File: config.mk
export PLATFORM = sky130hd
export DESIGN_NAME = trace_width_ctl
export DESIGN_NICKNAME = d
export VERILOG_FILES = /design/src/rtl/trace_width_ctl.sv
export SDC_FILE = /design/constraint.sdc
export NUM_CORES = 1
export LEC_CHECK = 0
export ABC_CLOCK_PERIOD_IN_PS = 1840
export CAP_MARGIN = 0
export CORE_MARGIN = 3
export CORE_UTILIZATION = 53
export DETAILED_ROUTE_END_ITERATION = 8
export PLACE_DENSITY = 0.85
export SLEW_MARGIN = 20
export SYNTH_ARGS = -nofsm -noshare
export SYNTH_HDL_FRONTEND = slang
export SYNTH_SLANG_ARGS = --single-unit
File: constraint.sdc
create_clock -name clk -period 1.84 [get_ports clk]
set_input_delay 0.276 -clock clk [delete_from_list [all_inputs] [get_ports clk]]
set_output_delay 0.276 -clock clk [all_outputs]
set_load 0.005 [all_outputs]
File: src/rtl/trace_width_ctl.sv
// Trace port width controller: hunts 4->2->1 for sync, locks, or pins a forced width.
// Optional macro TRACE_WIDTH_CTL_STATS_EN adds the saturating huntCount sweep counter.
module trace_width_ctl #(
  parameter int DWELL = 1024,
  parameter int LOSS  = 256
) (
  input  logic       clk,
  input  logic       rst,
  input  logic       enable,
  input  logic [2:0] forceWidth,
  input  logic       syncIn,
  output logic [2:0] width,
  output logic       locked,
  output logic       scanning,
  output logic       widthChg,
  output logic [7:0] huntCount,
  output logic [1:0] o_dbg_state
);

  typedef enum logic [1:0] {
    S_IDLE   = 2'd0,
    S_HUNT   = 2'd1,
    S_LOCKED = 2'd2,
    S_FIXED  = 2'd3
  } state_t;

  localparam logic [15:0] DWELL_RLD = 16'(DWELL - 1);
  localparam logic [15:0] LOSS_MAX  = 16'(LOSS - 1);

  state_t      r_state, w_state_nxt;
  logic [2:0]  r_width, w_width_nxt;
  logic        r_locked, w_locked_nxt;
  logic        r_scanning, w_scanning_nxt;
  logic        r_widthchg, w_widthchg_nxt;
  logic [15:0] r_dwell, w_dwell_nxt;
  logic [15:0] r_loss, w_loss_nxt;
  logic [2:0]  w_eff;
  logic        w_forced;
  logic        w_dwell_zero;
  logic        w_loss_max;

  // Only 1, 2 and 4 are real widths; every other code means auto-hunt.
  always_comb begin
    case (forceWidth)
      3'd1, 3'd2, 3'd4: w_eff = forceWidth;
      default:          w_eff = 3'd0;
    endcase
  end

  assign w_forced     = (w_eff != 3'd0);
  assign w_dwell_zero = (r_dwell == 16'd0);
  assign w_loss_max   = (r_loss == LOSS_MAX);

  always_ff @(posedge clk or posedge rst) begin
    if (rst) begin
      r_state    <= S_IDLE;
      r_width    <= 3'd4;
      r_locked   <= 1'b0;
      r_scanning <= 1'b0;
      r_widthchg <= 1'b0;
      r_dwell    <= 16'd0;
      r_loss     <= 16'd0;
    end else begin
      r_state    <= w_state_nxt;
      r_width    <= w_width_nxt;
      r_locked   <= w_locked_nxt;
      r_scanning <= w_scanning_nxt;
      r_widthchg <= w_widthchg_nxt;
      r_dwell    <= w_dwell_nxt;
      r_loss     <= w_loss_nxt;
    end
  end

  always_comb begin
    w_state_nxt = r_state;
    if (!enable) begin
      w_state_nxt = S_IDLE;
    end else begin
      case (r_state)
        S_IDLE:   w_state_nxt = w_forced ? S_FIXED : S_HUNT;
        S_HUNT:   w_state_nxt = w_forced ? S_FIXED : (syncIn ? S_LOCKED : S_HUNT);
        S_LOCKED: w_state_nxt = w_forced ? S_FIXED :
                                ((!syncIn && w_loss_max) ? S_HUNT : S_LOCKED);
        S_FIXED:  w_state_nxt = w_forced ? S_FIXED : S_HUNT;
        default:  w_state_nxt = S_IDLE;
      endcase
    end
  end

  // Sync beats dwell expiry in HUNT, so the syncIn branch is tested first.
  always_comb begin
    w_width_nxt    = r_width;
    w_locked_nxt   = r_locked;
    w_dwell_nxt    = r_dwell;
    w_loss_nxt     = r_loss;
    w_scanning_nxt = (w_state_nxt == S_HUNT);
    if (!enable) begin
      w_locked_nxt = 1'b0;
    end else if (w_forced) begin
      w_width_nxt  = w_eff;
      w_locked_nxt = syncIn;
    end else begin
      case (r_state)
        S_IDLE, S_FIXED: begin
          w_width_nxt  = 3'd4;
          w_locked_nxt = 1'b0;
          w_dwell_nxt  = DWELL_RLD;
        end
        S_HUNT: begin
          if (syncIn) begin
            w_locked_nxt = 1'b1;
            w_loss_nxt   = 16'd0;
          end else if (w_dwell_zero) begin
            w_dwell_nxt = DWELL_RLD;
            case (r_width)
              3'd4:    w_width_nxt = 3'd2;
              3'd2:    w_width_nxt = 3'd1;
              default: w_width_nxt = 3'd4;
            endcase
          end else begin
            w_dwell_nxt = r_dwell - 16'd1;
          end
        end
        S_LOCKED: begin
          if (syncIn) begin
            w_loss_nxt = 16'd0;
          end else if (w_loss_max) begin
            w_locked_nxt = 1'b0;
            w_loss_nxt   = 16'd0;
            w_dwell_nxt  = DWELL_RLD;
          end else begin
            w_loss_nxt = r_loss + 16'd1;
          end
        end
        default: w_locked_nxt = 1'b0;
      endcase
    end
    w_widthchg_nxt = (w_width_nxt != r_width);
  end

`ifdef TRACE_WIDTH_CTL_STATS_EN
  logic [7:0] r_hunt_cnt;
  logic       w_wrap;

  // A sweep completes when hunting wraps from width 1 back to 4.
  assign w_wrap = enable && (r_state == S_HUNT) && !w_forced && !syncIn &&
                  w_dwell_zero && (r_width == 3'd1);

  always_ff @(posedge clk or posedge rst) begin
    if (rst) begin
      r_hunt_cnt <= 8'd0;
    end else if (w_wrap && (r_hunt_cnt != 8'hFF)) begin
      r_hunt_cnt <= r_hunt_cnt + 8'd1;
    end
  end

  assign huntCount = r_hunt_cnt;
`else
  assign huntCount = 8'd0;
`endif

  assign width       = r_width;
  assign locked      = r_locked;
  assign scanning    = r_scanning;
  assign widthChg    = r_widthchg;
  assign o_dbg_state = r_state;

endmodule

* Yosys cells after proc, flatten, opt, wreduce, memory -nomap -nowiden
Index checks and enable logic that the tools add are counted.
** Operators by class
- Add/subtract/negate cells :: 2
- Eq/ne operators :: 18
- Multiplexer cells :: 29
- Bitwise logic cells :: 1
- Reductions and logical operators :: 11
** Operators with widths (count)
- $mux W16 :: 7
- $pmux W16 S3 :: 1
- $pmux W16 S2 :: 1
- $add A16 B1 Y16 const B :: 1
- $eq A16 B8 Y1 const B :: 1
- $logic_not A16 Y1 :: 1
- $sub A16 B1 Y16 const B :: 1
- $mux W3 :: 5
- $mux W2 :: 6
- $ne A4 B4 Y1 const B :: 3
- $pmux W3 S2 :: 2
- $ne A2 B2 Y1 const B :: 4
- $eq A3 B2 Y1 const B :: 2
- $eq A3 B3 Y1 const B :: 2
- $pmux W2 S3 :: 1
- $mux W1 :: 5
- $reduce_and A5 Y1 :: 1
- $eq A2 B1 Y1 const B :: 2
- $eq A2 B2 Y1 const B :: 2
- $reduce_and A4 Y1 :: 1
- $eq A3 B1 Y1 const B :: 1
- $ne A3 B3 Y1 :: 1
- $pmux W1 S3 :: 1
- $reduce_and A3 Y1 :: 1
- other kinds (8) :: 8
** Word-level totals
- Bits in registers :: 40
- Bits of input ports :: 7
- Output and inout port bits :: 16

* Depth between registers and ports, before layout
Gate-level depths: netlist (run 1).
- Word-level depth :: 8
- Depth in mapped cells :: 8
- Mapped depth without buffers :: 7

* Worst setup path after synthesis (run 1)
OpenSTA, ideal clock, no wires.
- Path kind :: register -> register
- From :: reg r_loss[0]
- To :: reg r_dwell[10]
- Library setup time :: 0.121 ns
- Data arrival time :: 1.809 ns
- Setup slack :: -0.089 ns
- Stages on the path, launching flop included :: 9
- Path buffers :: 2
- Period minus slack after synthesis :: 1.929 ns
- Cell sequence :: dfrtp_1 ha_1 and4_1 and4_1 buf_6 a21boi_2 nor3_4 buf_6 a22o_1
** Between the ends
- Word-level cells in the longest chain between the ends :: 3
** RTL lines
- start, declared :: RTL line 36 : logic [15:0] r_loss, w_loss_nxt;
- start signal, assigned :: RTL line 70 : r_loss <= w_loss_nxt;
- $eq A16 B8 Y1 :: RTL line 52 : assign w_loss_max = (r_loss == LOSS_MAX);
- $ne A2 B2 Y1 (no source line)
- $reduce_and A5 Y1 (no source line)
- end signal, assigned :: RTL line 69 : r_dwell <= w_dwell_nxt;
- end, declared :: RTL line 35 : logic [15:0] r_dwell, w_dwell_nxt;
Every way passes these cells.
A chain may end at the register's enable or synchronous reset.

* Final worst setup path (run 1)
- From :: reg r_dwell[9]
- To :: reg r_dwell[11]
** Between the ends
- Word-level cells in the longest chain between the ends :: 4
** RTL lines
- $sub A16 B1 Y16 / $logic_not A16 Y1 (equally long branches) :: RTL line 121, 51
- $mux W16 (*) :: RTL line 113 : end else if (w_dwell_zero) begin
- $mux W16 (*) :: RTL line 110 : if (syncIn) begin
- $pmux W16 S3 (*) :: RTL line 103 : case (r_state)
Every way passes the cells marked *; elsewhere a longest branch is shown, timed or not. The select of a mux whose other input is x is not followed.

==> results of run 1 <==
cells in the mapped netlist, drive strengths merged, types with 3 or more instances:
library cell | n | area share [%]
o21ai | 24 | 4.6
o2111ai | 3 | 0.97
nand3 | 12 | 2.2
a21boi | 3 | 0.97
a311oi | 3 | 0.97
nor3b | 4 | 1.3
nor4 | 5 | 1.7
xnor2 | 6 | 1.9
xor2 | 4 | 1.3
clkbuf | 4 | 0.55
nor2b | 4 | 0.92
a21oi | 11 | 2.0
buf | 18 | 4.9
a211oi | 4 | 1.1
nor3 | 15 | 3.4
o211ai | 5 | 1.4
o31ai | 3 | 0.83
nand2b | 6 | 1.4
nand4 | 8 | 2.1
a31oi | 18 | 4.2
ha | 4 | 1.8
and3 | 5 | 1.2
nand2 | 20 | 2.8
o41ai | 3 | 0.97
a22o | 3 | 0.97
and4 | 3 | 0.97
dfrtp | 39 | 36
nor2 | 25 | 3.5
inv | 16 | 2.2
timing repair:
item                                    4_1_cts  5_1_grt
gates resized for setup                      24       61
endpoints found under the setup margin       28       36
hold endpoints to repair                      0        0
pin swaps                                     6       34
gates cloned                                  0        0
setup buffers                                 5        6
worst register-to-register path: stages (launching register included):
cell and delay (ps):
dfrtp_1 440, nor4_4 410, buf_4 210, and3_2 240, nor2b_1 200, o211ai_1 120, a32o_1 240
worst max-delay path by stage:
stage | from | to | slack, ps | cells after the start
after detailed placement | forceWidth[0] | r_dwell[4] | -320 | 8
after global placement | forceWidth[0] | r_loss[6] | -270 | 5
after global routing | r_dwell[1] | r_dwell[9] | -300 | 7
final | r_dwell[9] | r_dwell[11] | -130 | 6
after floorplan | r_dwell[0] | r_dwell[10] | 2 | 8
after CTS | r_dwell[11] | width[2] | -20 | 7
layout by cell type (no fill, tap or decap), types with 3 or more instances in the layout:
master and n:
clkdlybuf4s50_1 12, nand4_1 7, o21ai_0 13, buf_4 77
nand3_1 11, a31oi_1 16, a22o_1 3, xnor2_1 5
xor2_1 3, conb_1 8, a21oi_1 11, clkbuf_8 6
and3_1 4, nor3_2 7, a211oi_1 4, nor3_1 7
dfrtp_1 39, nand2_1 17, o21ai_2 5, o21ai_1 6
nor2_1 23, nand2b_1 5, inv_1 14, o211ai_1 5
a311oi_1 3, buf_6 9, nor2b_1 4
power by group:
group	switching, mW	total [mW]	internal, mW	leakage, nW
logic	1.09	2.01	0.923	1.15
clock network	0.324	0.629	0.305	0.0445
registers	0.124	1.12	0.997	0.500
through the flow:
stage | util [%] | instance area [µm²] | setup TNS [ps]
final | 82.3 | 3970 | -1330
after global routing | 82.3 | 3970 | -2870
after CTS | 75.4 | 3630 | -25.2
after detailed placement | 70.9 | 3420 | -8070
after global placement | 70.9 | 3420 | -5960
after floorplan | - | 2750 | 0
logic make-up (layout without fill, tap and decap cells):
kind of cell               count (synthesis)  after routing
DFF                                       40             40
muxes                                      1              1
AOI/OAI and AO/OA                         98             98
other                                      1              8
and+or+nand+nor                          117            117
buffers and inverters                     38            125
adders and majority gates                  4              4
xor gates and xnor gates                  10             10
flip-flops by register name, summed over array words and instances, names as in the netlist:
register and cells:
r_dwell 16, r_loss 16, width 3, o_dbg_state 2
locked 1, scanning 1, widthChg 1
metal layers:
| layer | global-route usage [%] | wire length [µm] | vias up |
|---|---|---|---|
| met4 | 13.0 | 602 | 0 |
| met1 | 33.1 | 3600 | 1496 |
| met3 | 5.10 | 944 | 85 |
| li1 | - | - | 1334 |
| met5 | 0 | 0 | - |
| met2 | 48.3 | 4980 | 260 |
final cells by class:
cell class                      instances  area (µm²)  area share, %
Tap cell                               67        83.8           2.11
Inverter                               16        60.1           1.51
Sequential cell                        40        1000           25.3
Clock inverter                          1        7.51          0.189
Timing Repair Buffer                  101         841           21.2
Multi-Input combinational cell        238        1880           47.5
Clock buffer                            7        86.3           2.18
==> results.cfg, run 1 <==
[die]
core-area_um2 = 4820
die_h_um = 77.5
die-area_um2 = 6000
fp.dieW_um = 77.5
row_count = 25
ios = 23
start_util_pct = 56.2

[synthesis]
ys_seq_area_share_pct = 37.0
synth_top_family_by_area = simple AND/OR/NAND/NOR gates
ys.flop_type = dfrtp_1
synth-seq-cells = 40
synth_xor_area_share_pct = 3.24
ys_warn_count = 0
netlist-cell-type-count = 64
synth_compound_area_share_pct = 24.5
synth-simple-area-share_pct = 25.1
syn_inst = 309
synthArstFlopShare_pct = 100
syn_area_per_cell_um2 = 8.76
synthesis.area_um2 = 2710
synthMuxAreaShare_pct = 0.555
synth_edf_count = 0
synth_fa_ha_area_share_pct = 1.85

[placed_design]
place_ws_ps = -323
routabilityCongestion = 0.918
dp.cells = 452
dpl.hpwl_um = 5400
portBuffers = 14

[finish]
n_antenna_cell = 0
drive_gt1_share_pct = 39.5
fin_cells = 470
fin_nets = 413
syn2layout_area_growth_pct = 46.5
n_fill_cell = 265

[global_route]
first_global_vias = 2936
grt_antenna_before_repair = 0
grt_pass1_wl_um = 13700
grt_util_all_layers_pct = 27.8
grt_max_degree = 41
overflow = 0

[power]
max-vdd-ir-drop_mv = 0.640
p_leak_nw = 1.70
power_density_nw_per_um2 = 949
finalPower_mw = 3.76

[worst_setup_path]
ff2ff_path_depth = 6
cp_top_family = simple AND/OR/NAND/NOR gates
crit_path_end_kind = flop
crit_chain = nor4_4 > buf_4 > and3_2 > nor2b_1 > o211ai_1 > a32o_1
worstSetupPathType = flop to flop
start_kind = flop
crit_fanout = 4
critPathBufInv = 1
r2r_slack_ps = -130
arrival_ps = 2150
critPathRequiredTime_ps = 2020
regToRegStartpoint = r_dwell[9]
cp_slowest_cell = dfrtp_1
r2r_end = r_dwell[11]
critPathMaxStageDelay_ps = 440

[status]
violations = negative setup slack
status = finished with violations

[timing]
finalHoldViolations = 0
fin_crit_ps = 1970
finClkSkew_ps = 6.56
finalWorstSetupSlack_ps = -128
holdWs_ps = 337
setup_viol = 28
final-max-slew-violation-count = 0
fmax_mhz = 508
fin_crit_sh_pct = 107
rsz0062_at_grt = true

[drt]
vias = 3175
drc_errors = 0
routed_via_density = 6.76
drt_iter0_drc = 521
routed_wl_um = 10100
final_antenna_net_count = 0
post_drt_wl_per_cell_um = 21.6
firstDrtPassIters = 6

[clock_network]
clkTransAtPathRegs_ps = 80
root_buffer = clkbuf_8
cts_hold_buf = 0
clock_latency_ps = 290
cts_sinks = 40
cts_tree = done
clockBufferDepth = 2
cts_inserted_buffers = 5
h-tree-depth = 2

[worst_hold_path]
worstHoldPathType = primary input to async pin

[run]
cap_violations = 0
Note: power is estimated with default switching activity, not from simulation.
==> run 2: changes to the inputs <==
Settings changed: PLACE_DENSITY 0.85 to 0.82.
==> run 2 against run 1 <==
The run still ends with negative setup slack left. Cell count down 0.21%. Power down 3.0%. Core utilization down 2.6 points. Largest power group unchanged.
==> results.cfg, run 2 (same netlist as run 1, synthesis figures left out) <==
[power]
finalPower_mw = 3.65
max-vdd-ir-drop_mv = 0.527
power_density_nw_per_um2 = 950
p_leak_nw = 1.68

[timing]
setup_viol = 17
finalSetupTns_ps = -924
fin_crit_ps = 2010
rsz0062_at_grt = true
holdWs_ps = 331
finalHoldViolations = 0
finClkSkew_ps = 8.18
fin_crit_sh_pct = 109
fmax_mhz = 499
final-max-slew-violation-count = 0
finalWorstSetupSlack_ps = -165

[drt]
post_drt_wl_per_cell_um = 20.6
firstDrtPassIters = 5
drt_iter0_drc = 331
vias = 3178
routed_via_density = 6.78
final_antenna_net_count = 0
routed_wl_um = 9650
drc_errors = 0

[finish]
final_common_cell = buf_4
layout.cells.most_common_list = buf_4 (79), dfrtp_1 (39), nor2_1 (24)
drive_gt1_share_pct = 35.6
fin_nets = 412
n_antenna_cell = 0
syn2layout_area_growth_pct = 41.9

[worst_setup_path]
critPathMaxStageDelay_ps = 410
start_kind = flop
crit_path_end_kind = flop
critPathRequiredTime_ps = 2020
crit_chain = buf_4 > nor4_1 > buf_4 > and3_1 > nor2b_1 > o211ai_1 > a32o_1
worst_path_most_repeated_cell = buf_4
worstSetupPathType = flop to flop
r2r_end = r_dwell[11]
crit_path_start = r_dwell[0]
regToRegStartpoint = r_dwell[0]
ff2ff_path_depth = 7
cp_slowest_cell = dfrtp_1
r2r_slack_ps = -170
arrival_ps = 2190
crit_fanout = 3

[clock_network]
h-tree-depth = 2
cts_tree = done
cts_sinks = 40
clock_latency_ps = 300
root_buffer = clkbuf_8
cts_inserted_buffers = 5
clockBufferDepth = 2
clkTransAtPathRegs_ps = 80

[die]
row_count = 25
ios = 23
die-area_um2 = 6000
fp.dieW_um = 77.5
start_util_pct = 56.2
die_h_um = 77.5
core-area_um2 = 4820

[global_route]
met2_usage_pct = 44.5
overflow = 0
met1_usage_pct = 32.2
top_usage_layer = met2
met3_usage_pct = 4.41
grt_antenna_before_repair = 0
grt_max_degree = 41
grt_util_all_layers_pct = 25.7
grt_pass1_wl_um = 12400
first_global_vias = 2676

[status]
status = finished with violations
violations = negative setup slack

[run]
cap_violations = 0

[placed_design]
dpl.hpwl_um = 5220
portBuffers = 14
routabilityCongestion = 0.961
place_ws_ps = -483

[worst_hold_path]
worstHoldPathType = primary input to async pin
## run 2: layout make-up
class	instances	area, µm²
Multi-Input combinational cell	238	1770
Sequential cell	40	1000
Fill cell	285	977
Timing Repair Buffer	100	837
Clock buffer	8	90.1
Tap cell	67	83.8
Inverter	16	60.1
## run 2: stage by stage
| step | cells | utilization (%) | instance area, µm² |
|---|---|---|---|
| 2_1_floorplan | 316 | - | 2750 |
| 3_3_place_gp | 449 | 70.7 | 3410 |
| 3_5_place_dp | 449 | 70.7 | 3410 |
| 4_1_cts | 461 | 74.4 | 3580 |
| 5_1_grt | 469 | 79.7 | 3840 |
| 6_report | 469 | 79.7 | 3840 |
## run 2: timing repair
action	CTS	global route
cloned	0	0
pin swaps	2	20
endpoints found under the setup margin	25	34
buffers inserted	4	8
endpoints found under the hold margin	0	0
resized for setup	20	40
hold buffers	0	0
## run 2: worst max-delay path: cells and delay by family (launching register included)
family | cells | cell delay (ps)
compound gates | 2 | 400
simple gates | 3 | 750
buf+inv | 2 | 350
flops | 1 | 410
## run 2: how the worst max path moves through the flow
stage	cells past startpoint	slack, ps	endpoint
2_1_floorplan	8	2	r_dwell[10]
3_3_place_gp	6	-260	r_dwell[13]
3_5_place_dp	7	-480	r_loss[15]
4_1_cts	8	-10	r_dwell[11]
5_1_grt	8	-270	r_dwell[3]
6_report	7	-170	r_dwell[11]
## run 2: per-layer routing
metal / share of wire, % / wire length [µm]
met1: 38 / 3660
met2: 47 / 4520
met3: 9.0 / 866
met4: 6.2 / 598
met5: 0 / 0
## run 2: power by group
group / switching (mW) / internal (mW) / total (mW) / leakage [nW]
registers: 0.119 / 0.997 / 1.12 / 0.500
clock network: 0.313 / 0.306 / 0.620 / 0.0455
logic: 1.04 / 0.872 / 1.91 / 1.14
total: 1.47 / 2.18 / 3.65 / 1.68
